<file path="config.mk">
export PLATFORM = sky130hd
export DESIGN_NAME = bp_stream_uart_rx
export DESIGN_NICKNAME = d
export VERILOG_FILES = /design/src/rtl/bp_stream_pkg.sv /design/src/rtl/bp_uart_rx_byte.sv /design/src/rtl/bp_stream_uart_rx.sv
export SDC_FILE = /design/constraint.sdc
export NUM_CORES = 1
export LEC_CHECK = 0
export ABC_CLOCK_PERIOD_IN_PS = 6110
export CORE_ASPECT_RATIO = 0.5
export CORE_MARGIN = 1.5
export CORE_UTILIZATION = 30
export DETAILED_ROUTE_END_ITERATION = 12
export PLACE_DENSITY = 0.47
export SETUP_SLACK_MARGIN = 0.15
export SLEW_MARGIN = 0
export SYNTH_ARGS = -nofsm -noshare
export SYNTH_HDL_FRONTEND = slang
export SYNTH_SLANG_ARGS = --single-unit
</file>
<file path="constraint.sdc">
create_clock -name clk_i -period 6.11 [get_ports clk_i]
set_input_delay 1.5275 -clock clk_i [delete_from_list [all_inputs] [get_ports clk_i]]
set_output_delay 1.5275 -clock clk_i [all_outputs]
set_load 0.01 [all_outputs]
</file>
<file path="src/rtl/bp_stream_pkg.sv">
// Shared types for the UART-to-stream host-link front end.
package bp_stream_pkg;

  typedef enum logic [1:0] {
    e_rx_idle,
    e_rx_start,
    e_rx_data,
    e_rx_stop
  } bp_uart_rx_state_e;

  function automatic int unsigned idx_width(int unsigned bytes_per_word);
    return (bytes_per_word > 1) ? $clog2(bytes_per_word) : 1;
  endfunction

endpackage

</file>
<file path="src/rtl/bp_uart_rx_byte.sv">
// 8N1 UART byte receiver: 2-flop synchronizer, bit FSM and mid-bit baud counter.
module bp_uart_rx_byte
  import bp_stream_pkg::*;
#(
  parameter int unsigned clk_per_bit_p = 16
) (
  input  logic       clk_i,
  input  logic       reset_i,
  input  logic       rx_i,
  output logic       byte_v_o,
  output logic [7:0] byte_o,
  output logic       frame_err_o
);

  localparam int unsigned CntW = $clog2(clk_per_bit_p);
  localparam logic [CntW-1:0] HalfEnd = CntW'(clk_per_bit_p / 2 - 1);
  localparam logic [CntW-1:0] BitEnd  = CntW'(clk_per_bit_p - 1);
  localparam logic [CntW-1:0] CntOne  = CntW'(1);

  bp_uart_rx_state_e state_q;
  logic [1:0]        sync_q;
  logic [CntW-1:0]   cnt_q;
  logic [2:0]        bit_idx_q;
  logic [7:0]        shift_q;
  logic              byte_v_q;
  logic              frame_err_q;
  logic              rx_s;

  assign rx_s = sync_q[1];

  always_ff @(posedge clk_i) begin
    if (reset_i) begin
      state_q     <= e_rx_idle;
      sync_q      <= 2'b11;
      cnt_q       <= '0;
      bit_idx_q   <= '0;
      shift_q     <= '0;
      byte_v_q    <= 1'b0;
      frame_err_q <= 1'b0;
    end else begin
      sync_q      <= {sync_q[0], rx_i};
      byte_v_q    <= 1'b0;
      frame_err_q <= 1'b0;
      unique case (state_q)
        e_rx_idle: begin
          if (!rx_s) begin
            state_q <= e_rx_start;
            cnt_q   <= '0;
          end
        end
        e_rx_start: begin
          // Re-check the start bit at its midpoint to reject glitches.
          if (cnt_q == HalfEnd) begin
            cnt_q     <= '0;
            bit_idx_q <= '0;
            state_q   <= rx_s ? e_rx_idle : e_rx_data;
          end else begin
            cnt_q <= cnt_q + CntOne;
          end
        end
        e_rx_data: begin
          if (cnt_q == BitEnd) begin
            cnt_q     <= '0;
            shift_q   <= {rx_s, shift_q[7:1]};
            bit_idx_q <= bit_idx_q + 3'd1;
            if (bit_idx_q == 3'd7) state_q <= e_rx_stop;
          end else begin
            cnt_q <= cnt_q + CntOne;
          end
        end
        e_rx_stop: begin
          if (cnt_q == BitEnd) begin
            cnt_q       <= '0;
            state_q     <= e_rx_idle;
            byte_v_q    <= rx_s;
            frame_err_q <= ~rx_s;
          end else begin
            cnt_q <= cnt_q + CntOne;
          end
        end
        default: state_q <= e_rx_idle;
      endcase
    end
  end

  assign byte_v_o    = byte_v_q;
  assign byte_o      = shift_q;
  assign frame_err_o = frame_err_q;

endmodule

</file>
<file path="src/rtl/bp_stream_uart_rx.sv">
// UART receiver feeding the NBF loader: packs bytes little-endian into words behind a 2-entry buffer.
module bp_stream_uart_rx
  import bp_stream_pkg::*;
#(
  parameter int unsigned clk_per_bit_p       = 16,
  parameter int unsigned stream_data_width_p = 32
) (
  input  logic                           clk_i,
  input  logic                           reset_i,
  input  logic                           rx_i,
  output logic                           stream_v_o,
  output logic [stream_data_width_p-1:0] stream_data_o,
  input  logic                           stream_ready_i,
  output logic                           framing_error_o,
  output logic                           overflow_o
);

  localparam int unsigned Bpw  = stream_data_width_p / 8;
  localparam int unsigned IdxW = idx_width(Bpw);
  localparam logic [IdxW-1:0] IdxLast = IdxW'(Bpw - 1);

  logic       byte_v;
  logic [7:0] byte_data;
  logic       frame_err;

  bp_uart_rx_byte #(
    .clk_per_bit_p(clk_per_bit_p)
  ) u_rx_byte (
    .clk_i      (clk_i),
    .reset_i    (reset_i),
    .rx_i       (rx_i),
    .byte_v_o   (byte_v),
    .byte_o     (byte_data),
    .frame_err_o(frame_err)
  );

  logic [IdxW-1:0]                idx_q, idx_d;
  logic [stream_data_width_p-1:0] word_q, word_d;
  logic                           enq;

  always_comb begin
    idx_d  = idx_q;
    word_d = word_q;
    enq    = 1'b0;
    if (byte_v) begin
      word_d[8*int'(idx_q) +: 8] = byte_data;
      if (idx_q == IdxLast) begin
        idx_d = '0;
        enq   = 1'b1;
      end else begin
        idx_d = idx_q + IdxW'(1);
      end
    end
  end

  logic [stream_data_width_p-1:0] mem_q [2];
  logic                           wptr_q, rptr_q;
  logic [1:0]                     cnt_q;
  logic                           full, empty, push, deq;
  logic                           framing_error_q, overflow_q;

  assign full  = (cnt_q == 2'd2);
  assign empty = (cnt_q == 2'd0);
  // Fullness is judged before any same-cycle dequeue, so a full buffer always drops.
  assign push  = enq & ~full;
  assign deq   = stream_ready_i & ~empty;

  always_ff @(posedge clk_i) begin
    if (reset_i) begin
      idx_q           <= '0;
      word_q          <= '0;
      wptr_q          <= 1'b0;
      rptr_q          <= 1'b0;
      cnt_q           <= 2'd0;
      framing_error_q <= 1'b0;
      overflow_q      <= 1'b0;
    end else begin
      idx_q  <= idx_d;
      word_q <= word_d;
      if (push) wptr_q <= ~wptr_q;
      if (deq)  rptr_q <= ~rptr_q;
      unique case ({push, deq})
        2'b10:   cnt_q <= cnt_q + 2'd1;
        2'b01:   cnt_q <= cnt_q - 2'd1;
        default: cnt_q <= cnt_q;
      endcase
      if (enq && full) overflow_q <= 1'b1;
      if (frame_err)   framing_error_q <= 1'b1;
    end
  end

  always_ff @(posedge clk_i) begin
    if (push) mem_q[wptr_q] <= word_d;
  end

  assign stream_v_o      = ~empty;
  assign stream_data_o   = mem_q[rptr_q];
  assign framing_error_o = framing_error_q;
  assign overflow_o      = overflow_q;

endmodule
</file>
==> summary.txt <==
Core ar. - 16400 µm²
Post-layout util - 0.378
Layout cell share with drive strength beyond 1 - 0.180
Placed cell count - 635
Min-Delay Path Class - reg2reg
Number of synthesized flops with an enable pin - 64
Worst path top cell family by delay - buffers and inverters
Fin. Hold Viols - 0
Count leader, synth - edfxtp_1
Vias in the first global route - 3007
CP Cell Sequence - buf_4 -> mux2_2 -> clkdlybuf4s50_1
Pleak - 2.12 nW
Final setup fails - 0
Unique masters post-synth - 46
DR iter-0 viols - 197
Ys flop type - edfxtp_1
Later-pin clock latency in the skew report - 410 ps
IO buf count - 38
TritonCTS buffer count - 17
Routed Antenna Nets - 0
Die area - 17500 µm²
Final TNS setup - 0 ps
Post-CTS sizing - 0
Buf/Inv on CP - 2
Type of origin of the critical path - flip-flop
Worst R2R Setup Slack - 3130 ps
Multi-input logic area - 1710 µm²
DP HPWL - 6.07 mm
CP max-delay cell - clkdlybuf4s50_1
Yosys warns - 0
Clock root buffer - clkbuf_16
Grt total ovfl - 0
Drt drc - 0
Dpl ws - 2850 ps
Top cells by count, synth - 64 x edfxtp_1, 62 x dfxtp_1, 32 x mux2_2, 32 x nand2_1, 32 x nor2b_1
Clock Skews - 11.1 ps
RSZ-0062 raised after global routing - false
VDD IR max - 0.000205 V
Initial antenna violation count - 0
Period utilization - 0.598
Routed wire length - 9.73 mm
Pwr/cell area - 307 nW/µm²
Tot GR Track Use - 0.122
Die Ht - 94.3 µm
Clock sink count - 126
Syn Area/Cell - 13.1 µm²
Final-stage net count - 445
Max FO, Critical Path - 28
Antenna diodes - 0
Max-cap violations - 0
Hold-fix buffers, CTS - 0
Largest net degree at the start of global routing - 65
Rel. slew slack - 0.364
Sequential element share of the synthesized area - 0.632
Actual slew at the worst max-slew pin - 953 ps
Post-CTS Setup Bufs - 0
Routed len/inst - 14.6 µm
Area Overhead vs Synth - 23.6%
Synth top area cells - edfxtp_1 38%, dfxtp_1 25%, mux2_2 7.2%
Final min period - 3650 ps
WP data required - 4580 ps
Std cell rows - 33
Final Wtd Congestion - 0.704
FF+latch area - 3160 µm²
Worst path max stage delay - 480 ps
Max frequency - 274 MHz
Global-route wire length before repair - 16.0 mm
Hold_ws - 413 ps
Outcome - finished clean
Critical path class - reg2out
Pre-antenna DRT Iters - 4
Deepest clock path buffer count - 2
Worst EP arrival - 2130 ps
Yosys top cell by area - edfxtp_1
Post-synth top area share - 0.384
Starting Density - 0.306
Post-Syn Nets - 401
H-Tree Depth - 4
Post-Layout Cell Count - 667
Vias/cell - 4.54
CTS tree - done
Post-Synthesis Cell Area - 5000 µm²
Die width - 186 µm
Vias - 3025
Worst-path clk slew - 60 ps
Final Max Slew Viols - 0
#FFs+latches synth - 126
Final setup margin - 2460 ps
Io pins - 39
Asr flop ratio synth - 0
Filler Cells Inserted - 1619
Cells after Synth - 383
Worst Setup End Kind - output pin
==> worst paths after layout <==
kind,start,endpoint,depth (start not counted)
setup reg to reg,idx_q[0]$_SDFFE_PP0P_,mem_q[0][31]$_DFFE_PP_,6
hold reg to reg,u_rx_byte.sync_q[0]$_SDFF_PP1_,u_rx_byte.sync_q[1]$_SDFF_PP1_,1
setup / recovery,flip-flop,stream_data_o[17],3
hold / removal,u_rx_byte.sync_q[0]$_SDFF_PP1_,u_rx_byte.sync_q[1]$_SDFF_PP1_,1
==> cell families (layout without fill, tap and decap cells) <==
kind of cell             after synthesis  in the layout  synth area share
flip-flops                           126            126             0.632
AND/OR/NAND/NOR                      116            116             0.131
AO/OA/AOI/OAI                         60             60            0.0900
multiplexers                          35             35            0.0780
buffers and inverters                 28             85            0.0268
adder cells (fa/ha/maj)               14             14            0.0350
XOR/XNOR                               4              4           0.00700
==> layout by cell type, fill, tap and decap left out, drive strengths merged, types with 11 or more instances in the layout <==
| cell | n |
|---|---|
| a21oi | 15 |
| a22o | 30 |
| clkbuf | 22 |
| clkdlybuf4s50 | 37 |
| dfxtp | 62 |
| edfxtp | 64 |
| ha | 14 |
| inv | 11 |
| mux2 | 32 |
| nand2 | 33 |
| nor2 | 17 |
| nor2b | 32 |
==> power by group <==
| group | switching [W] | leakage, nW | internal [W] |
|---|---|---|---|
| clock network | 0.000356 | 0.276 | 0.000621 |
| registers | 0.00000231 | 1.09 | 0.000882 |
| logic | 0.0000249 | 0.754 | 0.0000116 |
==> registers in the layout (all words and copies together), names as in the netlist, named ones only <==
signal                 cells
cnt_q                      2
wptr_q                     1
u_rx_byte.byte_o           8
u_rx_byte.sync_q           2
framing_error_o            1
overflow_o                 1
mem_q                     64
u_rx_byte.cnt_q            4
u_rx_byte.bit_idx_q        3
u_rx_byte.state_q          1
u_rx_byte.frame_err_o      1
idx_q                      2
word_q                    32
rptr_q                     1
u_rx_byte.byte_v_o         1
==> per-layer routing <==
| layer | global-route usage | up-vias | routed length (µm) |
|---|---|---|---|
| met5 | 0 | - | 0 |
| met4 | 0.0464 | 0 | 81 |
| met3 | 0.0314 | 8 | 386 |
| met2 | 0.193 | 49 | 4480 |
| met1 | 0.160 | 1495 | 4780 |
| li1 | - | 1473 | - |
==> metrics by stage <==
| stage | power [W] | instance area, µm² |
|---|---|---|
| finish | 0.00190 | 6180 |
| global route | 0.00197 | 6180 |
| CTS | 0.00192 | 6180 |
| detailed placement | 0.000939 | 5600 |
| global placement | 0.000939 | 5600 |
| floorplan | 0.000930 | 5000 |
==> layout make-up <==
class | instances | area share
Clock buffer | 22 | 0.0751
Sequential cell | 126 | 0.512
Clock inverter | 10 | 0.0186
Multi-Input combinational cell | 229 | 0.276
Inverter | 11 | 0.00668
Tap cell | 227 | 0.0460
Timing Repair Buffer | 42 | 0.0656
Power figures use the tool's default switching activity.
==> patch: new RTL, config.mk and constraints unchanged <==
`clk_per_bit_p` is set to 16 in 2 places; all go to 32.
--- a/src/rtl/bp_uart_rx_byte.sv
+++ b/src/rtl/bp_uart_rx_byte.sv
@@ -3,5 +3,5 @@
   import bp_stream_pkg::*;
 #(
-  parameter int unsigned clk_per_bit_p = 16
+  parameter int unsigned clk_per_bit_p = 32
 ) (
   input  logic       clk_i,
--- a/src/rtl/bp_stream_uart_rx.sv
+++ b/src/rtl/bp_stream_uart_rx.sv
@@ -3,5 +3,5 @@
   import bp_stream_pkg::*;
 #(
-  parameter int unsigned clk_per_bit_p       = 16,
+  parameter int unsigned clk_per_bit_p       = 32,
   parameter int unsigned stream_data_width_p = 32
 ) (
Formal check against the unedited RTL: no difference found for any inputs over 10 cycles, from zero or initial values and one cycle with reset_i high; that may be too few to reach the edited logic, so the function may still have changed.
==> patch against the original RTL <==
- power up 3.4%
- sequential cell count up 1
- core utilization up 0.44 points
- setup slack better by 140 ps
- combinational power down 8.2%
- count of clock-buffer cells in the layout down 3
- die area up 0.92%
- final area up 1.7%
- wire length down 2.3%
- area after synthesis up 0.95%
- critical path type unchanged
- critical endpoint is now stream_data_o[10]
==> patch: results (changes against the original RTL) <==
[status]
status = finished clean

[placed_design]
placed_cell_area_sq_mm = 0.005669  ; +1.2%
post-place-ws_ps = 2988  ; +134.9 ps

[grt]
grt_pass1_wl_mm = 15.57  ; -2.4%
grt_pass1_vias = 2992  ; -0.50%
grtUsageMet3_pct = 2.787  ; -0.35 points

[logic_synthesis]
synth_commonest_cells = edfxtp_1, dfxtp_1, mux2_2
ys_types = 42  ; -8.7%
synthAdderAreaFrac_pct = 4.460  ; +0.96 points
synth_area_leaders = edfxtp_1, dfxtp_1, mux2_2, ha_1, a22o_1
avgSynthCellArea_sq_um = 13.15  ; +0.69%
synth-seq-area-share_pct = 63.03  ; -0.20 points
synth_seq_cells = 127  ; +0.79%
synth_xor_area_share_pct = 0.6938  ; -0.0066 points

[detailed_routing]
wl_met1_mm = 4.873  ; +1.9%
dr_wl_met2_mm = 4.245  ; -5.2%
dr_wl_met3_microns = 254  ; -34%
via_per_inst = 4.478  ; -1.3%
wl_per_cell_microns = 14.25  ; -2.3%
dr.first_iter.drc_count = 190  ; -3.6%

[pwr]
ir_worst_vdd_mv = 0.1936  ; -5.3%

[setup_path]
critical_path.max_fanout = 32  ; +14%

[finish]
clock_buffer_count = 19  ; -14%
area_share_nonclk_buffers_pct = 6.450  ; -0.11 points
seq_share_pct = 50.65  ; -0.53 points
layout.nets = 449  ; +0.90%
layout-drive-gt1-share_pct = 19.77  ; +1.8 points
final_util_pct = 38.24  ; +0.44 points

[sta]
skew_ps = 9.077  ; -2.052 ps

[patch: cells by family (layout without fill, tap and decap cells)]
family | after synthesis | count (layout)
AOI/OAI and AO/OA | 62 | 62
muxes | 33 | 33
buffers and inverters | 28 | 84
DFF | 127 | 127
xor gates and xnor gates | 4 | 4
and+or+nand+nor | 112 | 112
adders and majority gates | 18 | 18
[patch: where the power goes]
group / switching (W) / internal (W)
Combinational: 0.0000230 / 0.0000104
Clock: 0.000373 / 0.000663
Sequential: 0.00000267 / 0.000889
[patch: path summary, 6_finish.rpt]
path              depth (start not counted)             endpoint  slack [ps]                start
hold / removal                            1  u_rx_byte.sync_q[1]         400  u_rx_byte.sync_q[0]
setup / recovery                          3    stream_data_o[10]        2600                 flop
hold reg to reg                           1  u_rx_byte.sync_q[1]         400  u_rx_byte.sync_q[0]
setup reg to reg                          6         mem_q[0][30]        3410             idx_q[0]
[patch: worst max-delay path, delay by kind of cell, from the launching register on]
family	cells	cell delay [ps]
buffers and inverters	2	870
multiplexers	1	400
flip-flops	1	300
